<file path="src/rtl/muldiv_sequencer_pkg.sv">
// Shared constants for the RV32M multi-cycle unit:
// ALU_OP encodings, FSM states, default width.
package muldiv_sequencer_pkg;

  localparam int XLEN_DEF = 32;

  localparam logic [4:0] OP_MUL    = 5'b11000;
  localparam logic [4:0] OP_MULH   = 5'b11001;
  localparam logic [4:0] OP_MULHSU = 5'b11010;
  localparam logic [4:0] OP_MULHU  = 5'b11011;
  localparam logic [4:0] OP_DIV    = 5'b11100;
  localparam logic [4:0] OP_REM    = 5'b11101;
  localparam logic [4:0] OP_FWD    = 5'b11110;
  localparam logic [4:0] OP_REMU   = 5'b11111;

  typedef enum logic [2:0] {
    ST_IDLE,
    ST_PREP,
    ST_CALC,
    ST_FIX,
    ST_DONE
  } state_e;

  // 11110 shares the M prefix but is the
  // forward op, so it is not ours.
  function automatic logic is_muldiv(
    input logic [4:0] op
  );
    return (op[4:3] == 2'b11) && (op != OP_FWD);
  endfunction

endpackage

</file>
<file path="src/rtl/muldiv_sequencer_if.sv">
// EX-stage request/response bundle for the mul/div unit.
// master: pipeline (START/FLUSH/ALU_OP/DATA*), slave: unit.
interface muldiv_sequencer_if #(
  parameter int XLEN = 32
);
  logic            START;
  logic            FLUSH;
  logic [4:0]      ALU_OP;
  logic [XLEN-1:0] DATA1;
  logic [XLEN-1:0] DATA2;
  logic            BUSY;
  logic            STALL;
  logic            DONE;
  logic [XLEN-1:0] RESULT;

  modport master (
    output START, FLUSH, ALU_OP, DATA1, DATA2,
    input  BUSY, STALL, DONE, RESULT
  );

  modport slave (
    input  START, FLUSH, ALU_OP, DATA1, DATA2,
    output BUSY, STALL, DONE, RESULT
  );
endinterface

</file>
<file path="src/rtl/muldiv_core.sv">
// Iterative unsigned datapath: shift-add multiply or restoring
// divide on a 2*XLEN accumulator. Ports: load/step/mode_div, opnd, init_lo, acc.
module muldiv_core #(
  parameter int XLEN = 32
) (
  input  logic              clk,
  input  logic              rst,
  input  logic              load,
  input  logic              step,
  input  logic              mode_div,
  input  logic [XLEN-1:0]   opnd,
  input  logic [XLEN-1:0]   init_lo,
  output logic [2*XLEN-1:0] acc
);

  logic [2*XLEN-1:0] acc_q, acc_d;
  logic [XLEN-1:0]   opnd_q, opnd_d;
  logic [XLEN:0]     sum;
  logic [XLEN:0]     shl_hi;
  logic [XLEN:0]     diff;

  always_comb begin
    acc_d  = acc_q;
    opnd_d = opnd_q;
    // multiply: add multiplicand into hi when lsb set
    sum = {1'b0, acc_q[2*XLEN-1:XLEN]}
        + {1'b0, (acc_q[0] ? opnd_q : '0)};
    // divide: partial remainder after left shift
    shl_hi = acc_q[2*XLEN-1:XLEN-1];
    diff   = shl_hi - {1'b0, opnd_q};
    if (load) begin
      acc_d  = {{XLEN{1'b0}}, init_lo};
      opnd_d = opnd;
    end else if (step) begin
      if (!mode_div) begin
        acc_d = {sum, acc_q[XLEN-1:1]};
      end else if (shl_hi >= {1'b0, opnd_q}) begin
        acc_d = {diff[XLEN-1:0], acc_q[XLEN-2:0], 1'b1};
      end else begin
        acc_d = {shl_hi[XLEN-1:0], acc_q[XLEN-2:0], 1'b0};
      end
    end
  end

  always_ff @(posedge clk) begin
    if (rst) begin
      acc_q  <= '0;
      opnd_q <= '0;
    end else begin
      acc_q  <= acc_d;
      opnd_q <= opnd_d;
    end
  end

  assign acc = acc_q;

endmodule

</file>
<file path="src/rtl/muldiv_sequencer.sv">
// RV32M multi-cycle controller: FSM, counter, sign and special cases.
// Ports: CLK, RESET, bus (slave: START/FLUSH/ALU_OP/DATA1/DATA2 -> BUSY/STALL/DONE/RESULT).
module muldiv_sequencer
  import muldiv_sequencer_pkg::*;
#(
  parameter int XLEN = XLEN_DEF
) (
  input  logic          CLK,
  input  logic          RESET,
  muldiv_sequencer_if.slave bus
);

  localparam int CW = $clog2(XLEN);
  localparam logic [XLEN-1:0] SMIN = {1'b1, {(XLEN-1){1'b0}}};

  state_e          state_q, state_d;
  logic [CW-1:0]   cnt_q, cnt_d;
  logic [4:0]      op_q, op_d;
  logic [XLEN-1:0] a_q, a_d, b_q, b_d;
  logic [XLEN-1:0] res_q, res_d;
  logic            neg_q, neg_d, rneg_q, rneg_d;
  logic            div0_q, div0_d, ovf_q, ovf_d;
  logic            busy_q, busy_d, done_q, done_d;

  logic            is_div, sgn_a, sgn_b, accept;
  logic [XLEN-1:0] mag_a, mag_b, core_opnd, core_lo;
  logic [XLEN-1:0] quo, rem, fix_val;
  logic [2*XLEN-1:0] acc, prod;

  always_comb begin
    is_div = op_q[2];
    sgn_a  = a_q[XLEN-1] & (op_q == OP_MULH || op_q == OP_MULHSU
                         || op_q == OP_DIV  || op_q == OP_REM);
    sgn_b  = b_q[XLEN-1] & (op_q == OP_MULH || op_q == OP_DIV
                         || op_q == OP_REM);
    mag_a  = sgn_a ? -a_q : a_q;
    mag_b  = sgn_b ? -b_q : b_q;
    core_opnd = is_div ? mag_b : mag_a;
    core_lo   = is_div ? mag_a : mag_b;
  end

  muldiv_core #(.XLEN(XLEN)) u_core (
    .clk      (CLK),
    .rst      (RESET),
    .load     (state_q == ST_PREP),
    .step     (state_q == ST_CALC),
    .mode_div (is_div),
    .opnd     (core_opnd),
    .init_lo  (core_lo),
    .acc      (acc)
  );

  always_comb begin
    prod = neg_q ? -acc : acc;
    quo  = neg_q ? -acc[XLEN-1:0] : acc[XLEN-1:0];
    rem  = rneg_q ? -acc[2*XLEN-1:XLEN]
                  : acc[2*XLEN-1:XLEN];
    case (op_q)
      OP_MUL:    fix_val = prod[XLEN-1:0];
      OP_MULH,
      OP_MULHSU,
      OP_MULHU:  fix_val = prod[2*XLEN-1:XLEN];
      OP_DIV:    fix_val = div0_q ? '1 : (ovf_q ? SMIN : quo);
      default:   fix_val = div0_q ? a_q : (ovf_q ? '0 : rem);
    endcase
  end

  always_comb begin
    state_d = state_q;
    cnt_d   = cnt_q;
    op_d    = op_q;
    a_d     = a_q;
    b_d     = b_q;
    res_d   = res_q;
    neg_d   = neg_q;
    rneg_d  = rneg_q;
    div0_d  = div0_q;
    ovf_d   = ovf_q;
    accept  = bus.START & ~bus.FLUSH & is_muldiv(bus.ALU_OP);
    case (state_q)
      ST_IDLE: begin
        if (accept) begin
          state_d = ST_PREP;
          op_d    = bus.ALU_OP;
          a_d     = bus.DATA1;
          b_d     = bus.DATA2;
        end
      end
      ST_PREP: begin
        neg_d   = sgn_a ^ sgn_b;
        rneg_d  = sgn_a;
        div0_d  = (b_q == '0);
        ovf_d   = (op_q == OP_DIV || op_q == OP_REM)
                && a_q == SMIN && b_q == '1;
        cnt_d   = '0;
        state_d = ST_CALC;
      end
      ST_CALC: begin
        cnt_d = cnt_q + 1'b1;
        if (cnt_q == CW'(XLEN-1)) state_d = ST_FIX;
      end
      ST_FIX: begin
        res_d   = fix_val;
        state_d = ST_DONE;
      end
      default: state_d = ST_IDLE;
    endcase
    if (bus.FLUSH && state_q inside {ST_PREP, ST_CALC, ST_FIX}) begin
      state_d = ST_IDLE;
      res_d   = res_q;
    end
    busy_d = state_d inside {ST_PREP, ST_CALC, ST_FIX};
    done_d = (state_d == ST_DONE);
  end

  always_ff @(posedge CLK) begin
    if (RESET) begin
      state_q <= ST_IDLE;
      cnt_q   <= '0;
      op_q    <= '0;
      a_q     <= '0;
      b_q     <= '0;
      res_q   <= '0;
      neg_q   <= 1'b0;
      rneg_q  <= 1'b0;
      div0_q  <= 1'b0;
      ovf_q   <= 1'b0;
      busy_q  <= 1'b0;
      done_q  <= 1'b0;
    end else begin
      state_q <= state_d;
      cnt_q   <= cnt_d;
      op_q    <= op_d;
      a_q     <= a_d;
      b_q     <= b_d;
      res_q   <= res_d;
      neg_q   <= neg_d;
      rneg_q  <= rneg_d;
      div0_q  <= div0_d;
      ovf_q   <= ovf_d;
      busy_q  <= busy_d;
      done_q  <= done_d;
    end
  end

  assign bus.BUSY   = busy_q;
  assign bus.STALL  = busy_q;
  assign bus.DONE   = done_q;
  assign bus.RESULT = res_q;

endmodule
</file>
<file path="src/flat_wrapper.sv">
// flat-port wrapper written by rule: the top's interface ports become plain ports
module muldiv_sequencer_flat import muldiv_sequencer_pkg::*;
#(
  parameter int XLEN = XLEN_DEF
)
  (CLK, RESET, bus_START, bus_FLUSH, bus_ALU_OP, bus_DATA1, bus_DATA2, bus_BUSY, bus_STALL, bus_DONE, bus_RESULT);
  muldiv_sequencer_if #(.XLEN(XLEN)) bus_i ();
  input  logic CLK;
  input  logic RESET;
  input wire logic [$bits(bus_i.START)-1:0] bus_START;
  input wire logic [$bits(bus_i.FLUSH)-1:0] bus_FLUSH;
  input wire logic [$bits(bus_i.ALU_OP)-1:0] bus_ALU_OP;
  input wire logic [$bits(bus_i.DATA1)-1:0] bus_DATA1;
  input wire logic [$bits(bus_i.DATA2)-1:0] bus_DATA2;
  output wire logic [$bits(bus_i.BUSY)-1:0] bus_BUSY;
  output wire logic [$bits(bus_i.STALL)-1:0] bus_STALL;
  output wire logic [$bits(bus_i.DONE)-1:0] bus_DONE;
  output wire logic [$bits(bus_i.RESULT)-1:0] bus_RESULT;
  assign bus_i.START = bus_START;
  assign bus_i.FLUSH = bus_FLUSH;
  assign bus_i.ALU_OP = bus_ALU_OP;
  assign bus_i.DATA1 = bus_DATA1;
  assign bus_i.DATA2 = bus_DATA2;
  assign bus_BUSY = bus_i.BUSY;
  assign bus_STALL = bus_i.STALL;
  assign bus_DONE = bus_i.DONE;
  assign bus_RESULT = bus_i.RESULT;
  muldiv_sequencer #(.XLEN(XLEN)) u_core (.CLK(CLK), .RESET(RESET), .bus(bus_i));
endmodule
</file>
<file path="config.mk">
export PLATFORM = sky130hd
export DESIGN_NAME = muldiv_sequencer_flat
export DESIGN_NICKNAME = d
export VERILOG_FILES = /design/src/rtl/muldiv_sequencer_pkg.sv /design/src/rtl/muldiv_sequencer_if.sv /design/src/rtl/muldiv_core.sv /design/src/rtl/muldiv_sequencer.sv /design/src/flat_wrapper.sv
export SDC_FILE = /design/constraint.sdc
export NUM_CORES = 1
export LEC_CHECK = 0
export CORE_ASPECT_RATIO = 2
export CORE_MARGIN = 4
export CORE_UTILIZATION = 28
export DETAILED_ROUTE_END_ITERATION = 6
export PLACE_DENSITY = 0.41
export SETUP_SLACK_MARGIN = 0.02
export SLEW_MARGIN = 20
export SYNTH_ARGS = -nofsm -noshare
export SYNTH_HDL_FRONTEND = slang
export SYNTH_SLANG_ARGS = --single-unit
</file>
<file path="constraint.sdc">
create_clock -name CLK -period 5.2 [get_ports CLK]
set_input_delay 0.78 -clock CLK [delete_from_list [all_inputs] [get_ports CLK]]
set_output_delay 0.78 -clock CLK [all_outputs]
set_load 0.05 [all_outputs]
</file>
==> results of run 1 <==
-- worst max-delay path, cell delays in order, from the launching register on --
cell	delay [ps]
dfxtp_1	460
inv_1	290
buf_4	400
nor2_1	80
ha_1	420
nand2_1	150
o311ai_0	440
a21oi_1	160
a311oi_1	570
o211ai_1	300
o21ai_0	340
a2111oi_0	150
or3_1	330
a211oi_1	170
-- cells in the mapped netlist (5+ instances only) --
cell type  instances
nand2_1          327
a21oi_1          257
dfxtp_1          211
nor2_1           204
clkbuf_1         166
o21ai_0          157
xor2_1           113
xnor2_1           87
ha_1              71
mux2i_1           56
inv_1             55
nor3_1            47
o211ai_1          46
nand3_1           32
o31ai_1           32
a21o_1            31
a211oi_1          28
nor4_1            27
or3_1             27
o22ai_1           25
a221oi_1          21
nand4_1           20
nand2b_1          19
a31oi_1           18
o221ai_1          18
o41ai_1           18
or4_1             16
nor2b_1           13
o21a_1            13
a32o_1            11
and2_1             9
buf_1              9
or2_2              8
mux2_2             7
o21bai_1           7
a2111oi_0          6
and3_1             6
o31a_1             6
a311oi_1           5
nor3b_1            5
-- per-stage QoR --
stage / utilization (%) / total power [mW] / instance area, um2 / instances
CTS: 32.7 / 4.11 / 19400 / 3096
global placement: 31.3 / 2.16 / 18500 / 3055
detailed placement: 31.3 / 2.16 / 18500 / 3055
floorplan: - / 1.97 / 16700 / 2307
global route: 32.7 / 4.19 / 19400 / 3096
finish: 32.7 / 4.06 / 19400 / 3096
-- sequential cells by signal (all words and copies together) (netlist names) --
signal                flops
u_core.rneg_q             1
u_core.cnt_q              5
u_core.a_q               32
u_core.neg_q              1
u_core.op_q               5
u_core.ovf_q              1
u_core.state_q            3
u_core.u_core.acc        64
u_core.bus.BUSY           1
u_core.b_q               32
u_core.u_core.opnd_q     32
u_core.bus.RESULT        32
u_core.bus.DONE           1
u_core.div0_q             1
-- worst paths after layout --
kind / to / cells past startpoint / slack (ps)
worst max-delay path: u_core.u_core.acc[63] / 13 / 840
worst min-delay path: u_core.bus.RESULT[13] / 2 / 440
worst min register to register: u_core.bus.RESULT[13] / 2 / 440
worst max register to register: u_core.u_core.acc[63] / 13 / 840
-- kinds of logic (layout without fill, tap and decap cells) --
group / after synthesis / count (layout) / synth area share (%)
mux: 63 / 63 / 3.83
compound gates: 739 / 739 / 28.0
fa+ha+maj: 73 / 73 / 5.56
flops: 211 / 211 / 25.3
xor+xnor: 200 / 200 / 10.5
simple gates: 781 / 781 / 21.2
buf+inv: 240 / 261 / 5.64
-- report_power, final --
group / total, mW / internal, mW / switching [mW] / leakage (nW)
clock: 1.94 / 1.16 / 0.775 / 0.416
sequential: 1.67 / 1.63 / 0.0352 / 1.70
combinational: 0.459 / 0.167 / 0.292 / 5.09
-- layer usage --
layer / vias up / share of wire (%) / GRT usage, %
met2: 521 / 52 / 45.2
li1: 8297 / - / -
met1: 8315 / 34 / 23.9
met4: 0 / 10 / 19.8
met3: 192 / 3.5 / 2.31
met5: - / 0 / 0
-- cell type report --
class	count	area, um2	share of cell area [%]
Multi-Input combinational cell	1856	11600	59.8
Sequential cell	211	4230	21.9
Timing Repair Buffer	165	1520	7.84
Tap cell	768	961	4.97
Clock buffer	32	679	3.51
Inverter	55	206	1.07
Clock inverter	9	183	0.944
==> results.txt, run 1 <==
Final min period: 4360 ps
Fin. Hold Viols: 0
initial antenna violation count: 0
drt wl/cell: 26.2 um
Clk Latency, worst-skew pair: 560 ps
fin crit share: 83.8%
top_reg_cell synth: dfxtp_1
DRT iter0 DRCs: 1,167
CTS tree: built
WHS: 444 ps
Filler cells: 6,388
# IOs: 108
LEAKAGE: 7.21 nW
commonest non-fill, non-tap cell in the layout: nand2_1
post-CTS setup buffers: 0
post-route setup slack: 841 ps
Longest Clk Path Bufs: 3
die span in x: 181 um
layout cells sized above 1: 6.06%
share of flip-flops with an asynchronous set or reset: 0%
clk slew on worst S/H paths: 70 ps
Die H: 353 um
Post-DP HPWL: 64,000 um
clock tree root buffer cell: clkbuf_16
largest net degree at the start of global routing: 81
origin of the critical flop-to-flop path: u_core.u_core.acc[0]
synth unique cells: 77
setup TNS: 0 ps
worst slack, placed: 1000 ps
largest cells by area after synthesis: dfxtp_1, a21oi_1, nand2_1, xor2_1, ha_1
routed via count: 17,325
CTS-repair resized insts: 0
max_slew headroom: 30.1%
vias in the first global route: 17,270
DR pass1 iterations: 6
Max Clock Freq: 229 MHz
register area share after synthesis: 25.3%
Least-Margin Pin Slew: 1050 ps
commonest cells after routing, fill and taps aside: nand2_1, a21oi_1, dfxtp_1, nor2_1, o21ai_0
syn_nets: 2,453
total CTS buffers: 23
CP Capture Type: flip-flop
skew final: 24.6 ps
maxcap violations: 0
Req. time, crit path: 5680 ps
area of the die: 0.0638 mm2
Buffers on Ports: 107
share of the synthesized area in the top cell type: 25.3%
wire length of the first global-routing pass: 116,000 um
Pins Over Slew Limit: 0
hold buffer count at CTS: 0
core area: 0.0591 mm2
critical path launch point: u_core.u_core.acc[0]
Post-DRT Antenna Nets: 0
status: complete, no violations
clock sinks: 211
GRT Overall Usage: 24.2%
Worst EP arrival: 4830 ps
PD cells: 210 mW/mm2
HP Start: u_core.bus.RESULT[13]
#FFs+latches synth: 211
hold crit path type: reg2reg
DR vias/cell: 5.60
Synth area leader: dfxtp_1
Peak VDD IR: 233 uV
crit path launch type: flip-flop
gr ovfl total: 0
total routed wirelength: 81,100 um
Rows: 126
Synth Cell Area: 0.0167 mm2
YS warnings: 0
Final nets: 2,458
Area growth syn-to-layout: 15.9%
EDFF count, synth: 0
WS Path Type: reg2reg
antenna diode count: 0
H-tree Lvls: 1
routability cong.: 0.972
Mapped Cells: 2,307
CP Max Fanout: 25
RSZ-0062 raised after global routing: false
Avg Inst Size Synth: 7.24 um2
Initial Utilization: 28.2%
# DRC: 0
final setup violation count: 0
Power figures use the tool's default switching activity.
==> run 2: changes to the inputs <==
==> constraint.sdc (replaced) <==
create_clock -name CLK -period 4.25 [get_ports CLK]
set_input_delay 0.6375 -clock CLK [delete_from_list [all_inputs] [get_ports CLK]]
set_output_delay 0.6375 -clock CLK [all_outputs]
set_load 0.05 [all_outputs]
==> run 2 against run 1 <==
  * Combinational power grew 28%
  * Maximum frequency rose by 13%
  * Clock skew barely moved
  * Sequential power increased by 22%
  * Power is 21% higher
==> results.txt, run 2 (synthesis gave the netlist of run 1 again) <==
HP Start: u_core.bus.RESULT[17]
worst slack, placed: 395 ps
core area: 0.0591 mm2
initial antenna violation count: 1
LEAKAGE: 7.41 nW
Hold Path End: u_core.bus.RESULT[17]
total routed wirelength: 82,600 um
gr ovfl total: 0
final setup violation count: 0
Peak VDD IR: 267 uV
antenna diode count: 0
CTS tree: built
RSZ-0062 raised after global routing: false
clk slew on worst S/H paths: 70 ps
H-tree Lvls: 1
commonest cells after routing, fill and taps aside: nand2_1, a21oi_1, dfxtp_1, nor2_1, o21ai_0
Post-DRT Antenna Nets: 0
# IOs: 108
CTS-repair resized insts: 0
post-CTS setup buffers: 0
Hold Path Depth: 2
DR vias/cell: 5.59
vias in the first global route: 17,235
total CTS buffers: 23
# DRC: 0
crit path launch type: flip-flop
Area growth syn-to-layout: 17.8%
Worst EP arrival: 4310 ps
fin crit share: 90.8%
Fin. Hold Viols: 0
Post-DP HPWL: 66,100 um
DR pass1 iterations: 5
Final nets: 2,504
drt wl/cell: 26.3 um
area of the die: 0.0638 mm2
PD cells: 249 mW/mm2
commonest non-fill, non-tap cell in the layout: nand2_1
Die H: 353 um
maxcap violations: 0
wire length of the first global-routing pass: 118,000 um
Buffers on Ports: 107
Least-Margin Pin Slew: 1090 ps
Max Clock Freq: 259 MHz
layout cells sized above 1: 7.80%
CP Capture Type: flip-flop
max_slew headroom: 26.9%
flop2flop setup slack: 390 ps
WS Path Type: reg2reg
Rows: 126
die span in x: 181 um
Longest Clk Path Bufs: 3
Req. time, crit path: 4700 ps
setup TNS: 0 ps
post-route setup slack: 389 ps
Final min period: 3860 ps
R2R depth: 9
skew final: 24.4 ps
Filler cells: 6,392
status: complete, no violations
origin of the critical flop-to-flop path: u_core.u_core.acc[16]
Clk Latency, worst-skew pair: 570 ps
clock sinks: 211
hold buffer count at CTS: 0
largest net degree at the start of global routing: 126
Initial Utilization: 28.2%
routability cong.: 0.924
CP Max Fanout: 16
GRT Overall Usage: 24.7%
routed via count: 17,568
clock tree root buffer cell: clkbuf_16
max reg flops: 64
DRT iter0 DRCs: 1,256
Critical R2R Capture: u_core.bus.RESULT[11]
Pins Over Slew Limit: 0
hold crit path type: reg2reg
[run 2: worst max path at each step]
stage / slack (ps) / to / startpoint / cells after the start
2_1_floorplan: 610 / u_core.bus.RESULT[23] / u_core.u_core.acc[14] / 11
3_3_place_gp: 390 / u_core.u_core.acc[60] / u_core.u_core.acc[0] / 13
3_5_place_dp: 390 / u_core.u_core.acc[60] / u_core.u_core.acc[0] / 13
4_1_cts: 390 / u_core.bus.RESULT[11] / u_core.u_core.acc[16] / 9
5_1_grt: 150 / u_core.u_core.acc[60] / u_core.u_core.acc[0] / 13
6_report: 390 / u_core.bus.RESULT[11] / u_core.u_core.acc[16] / 9
[run 2: cell type report]
cell class / count / area, um2 / area share, %
clock buffers: 27 / 611 / 3.10
clock inverters: 12 / 196 / 0.999
inverters: 55 / 206 / 1.05
multi-input cells: 1856 / 11600 / 58.9
flip-flops and latches: 211 / 4230 / 21.5
well taps: 768 / 961 / 4.89
repair buffers: 211 / 1890 / 9.59
[run 2: critical path: stages (launching register included)]
cell	delay, ps
dfxtp_1	370
or4_4	530
or4b_4	520
or4_1	520
or4_1	620
buf_4	250
o41ai_2	320
xor2_1	180
o221ai_1	130
a32o_1	300
[run 2: report_power, final]
group          switching [mW]  leakage, nW  internal [mW]
combinational           0.370         5.32          0.217
sequential             0.0349         1.70           1.99
clock                   0.956        0.388           1.33
total                    1.36         7.41           3.54
[run 2: layer usage]
layer  GRT usage (%)  share of wire (%)  up-vias
met1            24.1                 34     8354
li1                -                  -     8397
met4            20.1                 10        0
met3            2.06                3.7      212
met2            46.5                 52      605
met5               0                  0        -
[run 2: through the flow]
step / hold slack (ps) / area, um2 / cells / total power, mW / utilization [%]
after floorplan: 426 / 16700 / 2307 / 2.40 / -
after global placement: 434 / 18900 / 3101 / 2.66 / 31.9
after detailed placement: 440 / 18900 / 3101 / 2.66 / 31.9
after CTS: 450 / 19700 / 3140 / 4.95 / 33.3
after global routing: 477 / 19700 / 3140 / 5.06 / 33.3
final: 443 / 19700 / 3140 / 4.90 / 33.3
